**config.mk**
```make
export PLATFORM = sky130hd
export DESIGN_NAME = pipe_reg_flat
export DESIGN_NICKNAME = d
export VERILOG_FILES = /design/src/rtl/pipe_reg_pkg.sv /design/src/rtl/pipe_reg_if.sv /design/src/rtl/pipe_stage.sv /design/src/rtl/pipe_reg.sv /design/src/flat_wrapper.sv
export SDC_FILE = /design/constraint.sdc
export NUM_CORES = 1
export LEC_CHECK = 0
export BUFFER_PORTS_ARGS = -buffer_cell sky130_fd_sc_hd__buf_2
export CORE_ASPECT_RATIO = 0.9
export CORE_MARGIN = 2
export CORE_UTILIZATION = 45
export CTS_CLUSTER_DIAMETER = 40
export CTS_CLUSTER_SIZE = 20
export DETAILED_ROUTE_END_ITERATION = 8
export PLACE_DENSITY = 0.69
export SYNTH_ARGS = -nofsm -noshare
export SYNTH_HDL_FRONTEND = slang
export SYNTH_SLANG_ARGS = --single-unit
```
**constraint.sdc**
```tcl
create_clock -name clk -period 2.2 [get_ports clk]
set_clock_uncertainty 0.15 [all_clocks]
set_input_delay 0.44 -clock clk [delete_from_list [all_inputs] [get_ports clk]]
set_output_delay 0.44 -clock clk [all_outputs]
set_load 0.005 [all_outputs]
```
**src/rtl/pipe_reg_pkg.sv**
```systemverilog
// Shared sizing helpers and types for the elastic pipeline register.
// Latency: n/a (declarations only).
// Backpressure: n/a.
package pipe_reg_pkg;

    // Default data width, matching the 16-bit flop this block replaces.
    localparam int DEFAULT_WIDTH = 16;

    // Width of an occupancy counter that must represent 0..depth inclusive.
    function automatic int cnt_w(input int depth);
        return (depth < 1) ? 1 : $clog2(depth + 1);
    endfunction

    // One stage as seen at the default width: valid flag plus payload.
    typedef struct packed {
        logic                     valid;
        logic [DEFAULT_WIDTH-1:0] data;
    } stage_t;

endpackage

```
**src/rtl/pipe_reg_if.sv**
```systemverilog
// Handshake bundle for pipe_reg: input side, output side and occupancy.
// Latency: n/a (wires only).
// Backpressure: in_ready/out_ready carry the valid/ready stall in each direction.
interface pipe_reg_if #(
    parameter int WIDTH = pipe_reg_pkg::DEFAULT_WIDTH,
    parameter int DEPTH = 2
) ();
    import pipe_reg_pkg::*;

    localparam int CW = cnt_w(DEPTH);

    logic             in_valid;
    logic             in_ready;
    logic [WIDTH-1:0] in_data;
    logic             out_valid;
    logic             out_ready;
    logic [WIDTH-1:0] out_data;
    logic [CW-1:0]    count;

    // Environment side: produces input items, consumes output items.
    modport master (
        output in_valid, in_data, out_ready,
        input  in_ready, out_valid, out_data, count
    );

    // Pipeline side.
    modport slave (
        input  in_valid, in_data, out_ready,
        output in_ready, out_valid, out_data, count
    );

endinterface

```
**src/rtl/pipe_stage.sv**
```systemverilog
// One pipeline stage: a valid bit plus a data register.
// Latency: 1 cycle from upstream to this stage when enabled.
// Backpressure: holds its contents while en_i is low; clr_i drops valid but keeps data.
module pipe_stage
    import pipe_reg_pkg::*;
#(
    parameter int               WIDTH       = DEFAULT_WIDTH,
    parameter logic [WIDTH-1:0] RESET_VALUE = '0
) (
    input  logic             clk,
    input  logic             reset,
    input  logic             clr_i,
    input  logic             en_i,
    input  logic             vld_i,
    input  logic [WIDTH-1:0] dat_i,
    output logic             vld_o,
    output logic [WIDTH-1:0] dat_o
);

    logic             vld_q, vld_d;
    logic [WIDTH-1:0] dat_q, dat_d;

    // Next state: clear wins; otherwise take the upstream item when enabled,
    // loading data only for a real item so the payload never picks up junk.
    always_comb begin
        vld_d = vld_q;
        dat_d = dat_q;
        if (clr_i) begin
            vld_d = 1'b0;
        end else if (en_i) begin
            vld_d = vld_i;
            if (vld_i) begin
                dat_d = dat_i;
            end
        end
    end

    // Stage registers with asynchronous reset to a known payload.
    always_ff @(posedge clk or posedge reset) begin
        if (reset) begin
            vld_q <= 1'b0;
            dat_q <= RESET_VALUE;
        end else begin
            vld_q <= vld_d;
            dat_q <= dat_d;
        end
    end

    assign vld_o = vld_q;
    assign dat_o = dat_q;

endmodule

```
**src/rtl/pipe_reg.sv**
```systemverilog
// Elastic DEPTH-stage pipeline register with bubble collapsing, flush and occupancy count.
// Latency: DEPTH cycles when empty (0 cycles when built with PIPE_REG_BYPASS_EN and empty).
// Backpressure: per-stage ready chain; in_ready drops only when every stage is full and out_ready is low, or on flush.
module pipe_reg
    import pipe_reg_pkg::*;
#(
    parameter int               WIDTH       = DEFAULT_WIDTH,
    parameter int               DEPTH       = 2,
    parameter logic [WIDTH-1:0] RESET_VALUE = '0
) (
    input  logic     clk,
    input  logic     reset,
    input  logic     flush,
    pipe_reg_if.slave bus
);

    localparam int CW = cnt_w(DEPTH);

    logic [DEPTH-1:0] vld;
    logic [WIDTH-1:0] dat [DEPTH];
    logic [DEPTH:0]   rdy;
    logic             in_xfer;
    logic             out_xfer;
    logic             s0_vld;
    logic [CW-1:0]    count_q, count_d;

    // Ready ripples from the output back: a stage can take a new item if it
    // is empty or its own item is moving on this cycle.
    always_comb begin
        rdy        = '0;
        rdy[DEPTH] = bus.out_ready;
        for (int i = DEPTH - 1; i >= 0; i--) begin
            rdy[i] = ~vld[i] | rdy[i + 1];
        end
    end

    assign bus.in_ready = rdy[0] & ~flush;
    assign in_xfer      = bus.in_valid & bus.in_ready;
    assign out_xfer     = bus.out_valid & bus.out_ready;

`ifdef PIPE_REG_BYPASS_EN
    // When nothing is held, the input is visible at the output directly; an
    // item taken downstream this cycle must not also land in stage 0.
    logic byp;
    assign byp           = (count_q == '0) & ~flush;
    assign bus.out_valid = byp ? bus.in_valid : vld[DEPTH-1];
    assign bus.out_data  = (byp & bus.in_valid) ? bus.in_data : dat[DEPTH-1];
    assign s0_vld        = in_xfer & ~(byp & bus.out_ready);
`else
    assign bus.out_valid = vld[DEPTH-1];
    assign bus.out_data  = dat[DEPTH-1];
    assign s0_vld        = in_xfer;
`endif

    generate
        for (genvar i = 0; i < DEPTH; i++) begin : g_stage
            logic             up_vld;
            logic [WIDTH-1:0] up_dat;

            if (i == 0) begin : g_head
                assign up_vld = s0_vld;
                assign up_dat = bus.in_data;
            end else begin : g_body
                assign up_vld = vld[i-1];
                assign up_dat = dat[i-1];
            end

            pipe_stage #(
                .WIDTH      (WIDTH),
                .RESET_VALUE(RESET_VALUE)
            ) u_stage (
                .clk  (clk),
                .reset(reset),
                .clr_i(flush),
                .en_i (rdy[i]),
                .vld_i(up_vld),
                .dat_i(up_dat),
                .vld_o(vld[i]),
                .dat_o(dat[i])
            );
        end
    endgenerate

    // Occupancy: flush empties; a simultaneous in and out transfer cancels.
    always_comb begin
        count_d = count_q;
        if (flush) begin
            count_d = '0;
        end else if (in_xfer && !out_xfer) begin
            count_d = count_q + CW'(1);
        end else if (!in_xfer && out_xfer) begin
            count_d = count_q - CW'(1);
        end
    end

    // Occupancy register.
    always_ff @(posedge clk or posedge reset) begin
        if (reset) begin
            count_q <= '0;
        end else begin
            count_q <= count_d;
        end
    end

    assign bus.count = count_q;

endmodule

```
**src/flat_wrapper.sv**
```systemverilog
// flat-port wrapper written by rule: the top's interface ports become plain ports
module pipe_reg_flat import pipe_reg_pkg::*;
#(
    parameter int               WIDTH       = DEFAULT_WIDTH,
    parameter int               DEPTH       = 2,
    parameter logic [WIDTH-1:0] RESET_VALUE = '0
)
  (clk, reset, flush, bus_in_valid, bus_in_data, bus_out_ready, bus_in_ready, bus_out_valid, bus_out_data, bus_count);
  pipe_reg_if #(.WIDTH(WIDTH), .DEPTH(DEPTH)) bus_i ();
  input  logic clk;
  input  logic reset;
  input  logic flush;
  input wire logic [$bits(bus_i.in_valid)-1:0] bus_in_valid;
  input wire logic [$bits(bus_i.in_data)-1:0] bus_in_data;
  input wire logic [$bits(bus_i.out_ready)-1:0] bus_out_ready;
  output wire logic [$bits(bus_i.in_ready)-1:0] bus_in_ready;
  output wire logic [$bits(bus_i.out_valid)-1:0] bus_out_valid;
  output wire logic [$bits(bus_i.out_data)-1:0] bus_out_data;
  output wire logic [$bits(bus_i.count)-1:0] bus_count;
  assign bus_i.in_valid = bus_in_valid;
  assign bus_i.in_data = bus_in_data;
  assign bus_i.out_ready = bus_out_ready;
  assign bus_in_ready = bus_i.in_ready;
  assign bus_out_valid = bus_i.out_valid;
  assign bus_out_data = bus_i.out_data;
  assign bus_count = bus_i.count;
  pipe_reg #(.WIDTH(WIDTH), .DEPTH(DEPTH), .RESET_VALUE(RESET_VALUE)) u_core (.clk(clk), .reset(reset), .flush(flush), .bus(bus_i));
endmodule
```
==> impl.org <==
** Synth
- In the synthesized netlist the dominant register cell turns out to be sky130_fd_sc_hd__dfrtp_1.
- Library cell with the largest summed area after synthesis :: sky130_fd_sc_hd__dfrtp_1
- After synthesis, the netlist uses 20 different library cells.
- Area of the mapped netlist :: approximately 1500 um^2
- Number of synthesized flops with an enable pin :: 0
- The commonest cells after synthesis are 36 x sky130_fd_sc_hd__dfrtp_1, 33 x sky130_fd_sc_hd__mux2_2, 6 x sky130_fd_sc_hd__nor2_1.
- Net count of the mapped netlist :: 115
- After synthesis, flip-flops and latches occupy 60.7% of the total area.
- The portion of synthesized area spent on multiplexers is roughly a quarter.
- Yosys printed 0 warnings.
- Post-synthesis compound-gate area fraction :: ~2.4%
- Area share of the leading cell type in the synthesized netlist :: 60.7%
- Synthesis inferred 36 register bits.
- By area, the combinational part of the netlist is dominated by multiplexers.
- Post-synth ARST share :: 100%
- Summing the areas of all xor and xnor instances in the mapped netlist gives 0% of the synthesized area.
- Average size of a mapped cell :: 15.8 um^2
- Cell with the most instances after synthesis :: sky130_fd_sc_hd__dfrtp_1
- Simple logic cell fraction of the synthesized area :: about a tenth
- Cells after synthesis :: 94
- Biggest area contributors in the synthesized netlist :: sky130_fd_sc_hd__dfrtp_1 61%, sky130_fd_sc_hd__mux2_2 25%, sky130_fd_sc_hd__nor2_1 1.5%
- Of the total synthesized cell area, the portion taken by full adders, half adders and majority gates is 0%.

** STA
- The worst path uses approximately 83% of the clock period.
- Setup total negative slack :: 0 ns
- Setup violations remaining at the end of the flow were counted as 0.
- The final-report max-slew violation count came to 0.
- For this run, the top clock speed supported by timing is 546 MHz.
- Slew margin rel. :: a little under three quarters
- For the pin with the worst max-slew slack, the measured transition is ~0.43 ns.
- Count of final hold-check violations :: 0
- Unrepaired setup endpoints after global routing :: false
- Min Clock Period, post-route :: about 1.8 ns

** Floorplan
- Initial Util :: about half
- The floorplan step defined a die boundary enclosing between 3000 and 4000 um^2.
- Row count :: 19
- Height of the die :: just under 60 um
- The floorplan step set the die width to about 65 um.
- 41 I/O pins were placed.
- In this run the standard cell core region covers just over 3000 um^2.

** Power
- Pwr Total :: between 1000 and 1500 uW
- VDD sags by at most approximately 0.00049 V.
- Leakage :: 0.000851 uW
- For this design the ratio of total power to cell area is between 800 and 900 nW/um^2.

** Critical path
- Tracing the worst setup path back leads to its startpoint at u_core.g_stage[0].u_stage.vld_o.
- Walking the worst path, the cells encountered are and3b_2, nor2_1, buf_2.
- In this run the worst setup path terminates at bus_in_ready.
- Worst flop-to-flop path startpoint :: u_core.g_stage[1].u_stage.vld_o
- STA classifies the critical path startpoint as a flop.
- Delay of the slowest cell on the worst path :: between 0.4 and 0.5 ns
- Worst R2R End :: u_core.g_stage[1].u_stage.dat_o[4]
- CP arrival :: 1.24 ns
- Cell at the slowest stage of the critical path :: sky130_fd_sc_hd__dfrtp_1
- Number of cells on the critical path :: 3
- Among cell families on the critical path, the largest total delay comes from flip-flops.
- Setup slack on the worst reg-to-reg path comes out at 0.50 ns.
- Largest fanout on the critical path :: 5
- Category of the worst setup path capture point :: primary output
- The worst setup path is of the reg -> out kind.
- Reg2Reg Depth :: 4
- Together, buffers and inverters on the worst path number 1.
- CP required :: between 1.5 and 2 ns

** Clock tree
- Count of hold buffers inserted by post-cts repair :: 0
- TritonCTS built the clock tree.
- Number of H-tree branching levels :: 2
- Clock latency on the worst-skew pair, taken at its later pin, is 0.33 ns.
- The tree is rooted in a sky130_fd_sc_hd__clkbuf_4.
- The clock passes through at most 2 buffers.
- After clock tree synthesis, the clock-pin slew on the worst setup and hold paths is about 0.1 ns.
- In this run the post-CTS setup repair buffer count came out at 0.
- CTS buffer count :: 5
- Number of gates resized after cts :: 0
- CTS saw 36 sinks.

** Layout
- Of the cells placed in the final design, the portion with a size suffix greater than 1 is a little over three fifths.
- Number of nets in the layout :: ~160
- From synthesis to final layout, the design area changed by 19.1%.
- Filler Cell Count :: about 280
- 0 antenna diodes ended up in the layout.

** Drt
- The detailed router finished its first iteration with 11 violations.
- For this block, the via count after detailed routing is between 900 and 1000.
- The first detailed-routing pass took 4 iterations.
- The final layout contains routed wiring with a total length of between 2 and 2.5 mm.
- After detailed routing, the average wire length per cell comes to around 13 um.
- Dividing the detail-routed via count by the number of cells gives about 5.0.
- DR DRC count :: 0
- Once detail routing completed, the nets flagged for antenna violations numbered 0.

** Global routing
- The first global-routing pass estimated between 4 and 5 mm of wire.
- Global routing used between 10% and 20% of the available tracks.
- The number of global-route vias before repair was roughly 1000.
- Maximum number of pins on one net before global-route repair :: 37
- Aggregate global routing overflow :: 0
- The number of antenna violations at the first check in global routing came to 0.

** Placed design
- Gp weighted congestion :: about 0.7
- HPWL Detailed :: between 1.5 and 2 mm
- The count of buffers added on input and output ports is 40.

** Outcome
- The run finished with clean final reports.

** Job
- Number of maximum-capacitance violations :: 0

** Worst hold path
- In this run the worst hold path is classified as in -> async.
## cell type report
type                    instances  area (um^2)  share of cell area (%)
repair buffers                 42          215                    12.2
well taps                      42         52.6                    2.97
clock buffers                   6         41.3                    2.33
flip-flops and latches         36          901                    50.9
inverters                       2         7.51                   0.424
clock inverters                 1         5.00                   0.283
multi-input cells              53          547                    30.9
## worst reg2reg max path: stages (launching register included)
cell                      delay, ns
sky130_fd_sc_hd__dfrtp_1       0.48
sky130_fd_sc_hd__nor2b_4       0.18
sky130_fd_sc_hd__nor3b_4       0.16
sky130_fd_sc_hd__buf_4         0.26
sky130_fd_sc_hd__mux2_2        0.37
## how the worst min path moves through the flow
stage,from,to,slack (ns),depth (start not counted)
global placement,u_core.g_stage[0].u_stage.dat_o[5],u_core.g_stage[1].u_stage.dat_o[5],0.33,1
CTS,reset,u_core.g_stage[1].u_stage.dat_o[9],0.04,3
finish,reset,u_core.g_stage[0].u_stage.dat_o[9],0.04,3
floorplan,u_core.g_stage[0].u_stage.dat_o[10],u_core.g_stage[0].u_stage.dat_o[10],0.32,1
global route,reset,u_core.g_stage[0].u_stage.dat_o[3],0.07,3
detailed placement,u_core.g_stage[0].u_stage.dat_o[6],u_core.g_stage[0].u_stage.dat_o[6],0.34,1
## power by group
group | internal [uW] | switching [uW]
registers | 799 | 71.7
clock network | 118 | 195
logic | 192 | 114
## routing by layer
layer / GRT usage [%] / part of all wire (%)
met5: 0 / 0
met4: 8.21 / 1.7
met3: 4.40 / 6.5
met2: 25.1 / 52
met1: 18.2 / 40
## logic make-up after synthesis
logic type	after synthesis
simple gates	15
flops	36
buf+inv	5
mux	33
compound gates	5
## cell usage in the layout (no fill, tap or decap), types with 2 or more instances in the layout
master and instances:
sky130_fd_sc_hd__and3b_2 2, sky130_fd_sc_hd__buf_2 40, sky130_fd_sc_hd__buf_4 2, sky130_fd_sc_hd__nor2_1 6, sky130_fd_sc_hd__dfrtp_1 36, sky130_fd_sc_hd__mux2_2 33, sky130_fd_sc_hd__inv_1 2, sky130_fd_sc_hd__clkbuf_4 5
## registers in the layout (all words and copies together), names as in the netlist
| name | flops |
|---|---|
| u_core.g_stage.u_stage.dat_o | 32 |
| u_core.g_stage.u_stage.vld_o | 2 |
| u_core.bus.count | 2 |
## stage by stage
| step | util, % | instances | area, um^2 | hold WS [ns] | setup slack [ns] |
|---|---|---|---|---|---|
| 2_1_floorplan | - | 94 | 1490 | 0.324 | 0.492 |
| 3_3_place_gp | 55.7 | 175 | 1720 | 0.332 | 0.511 |
| 4_1_cts | 57.2 | 182 | 1770 | 0.0400 | 0.362 |
| 5_1_grt | 57.2 | 182 | 1770 | 0.0679 | 0.282 |
| 3_5_place_dp | 55.7 | 175 | 1720 | 0.342 | 0.471 |
| 6_report | 57.2 | 182 | 1770 | 0.0363 | 0.370 |
(Power assumes the default switching activity.)
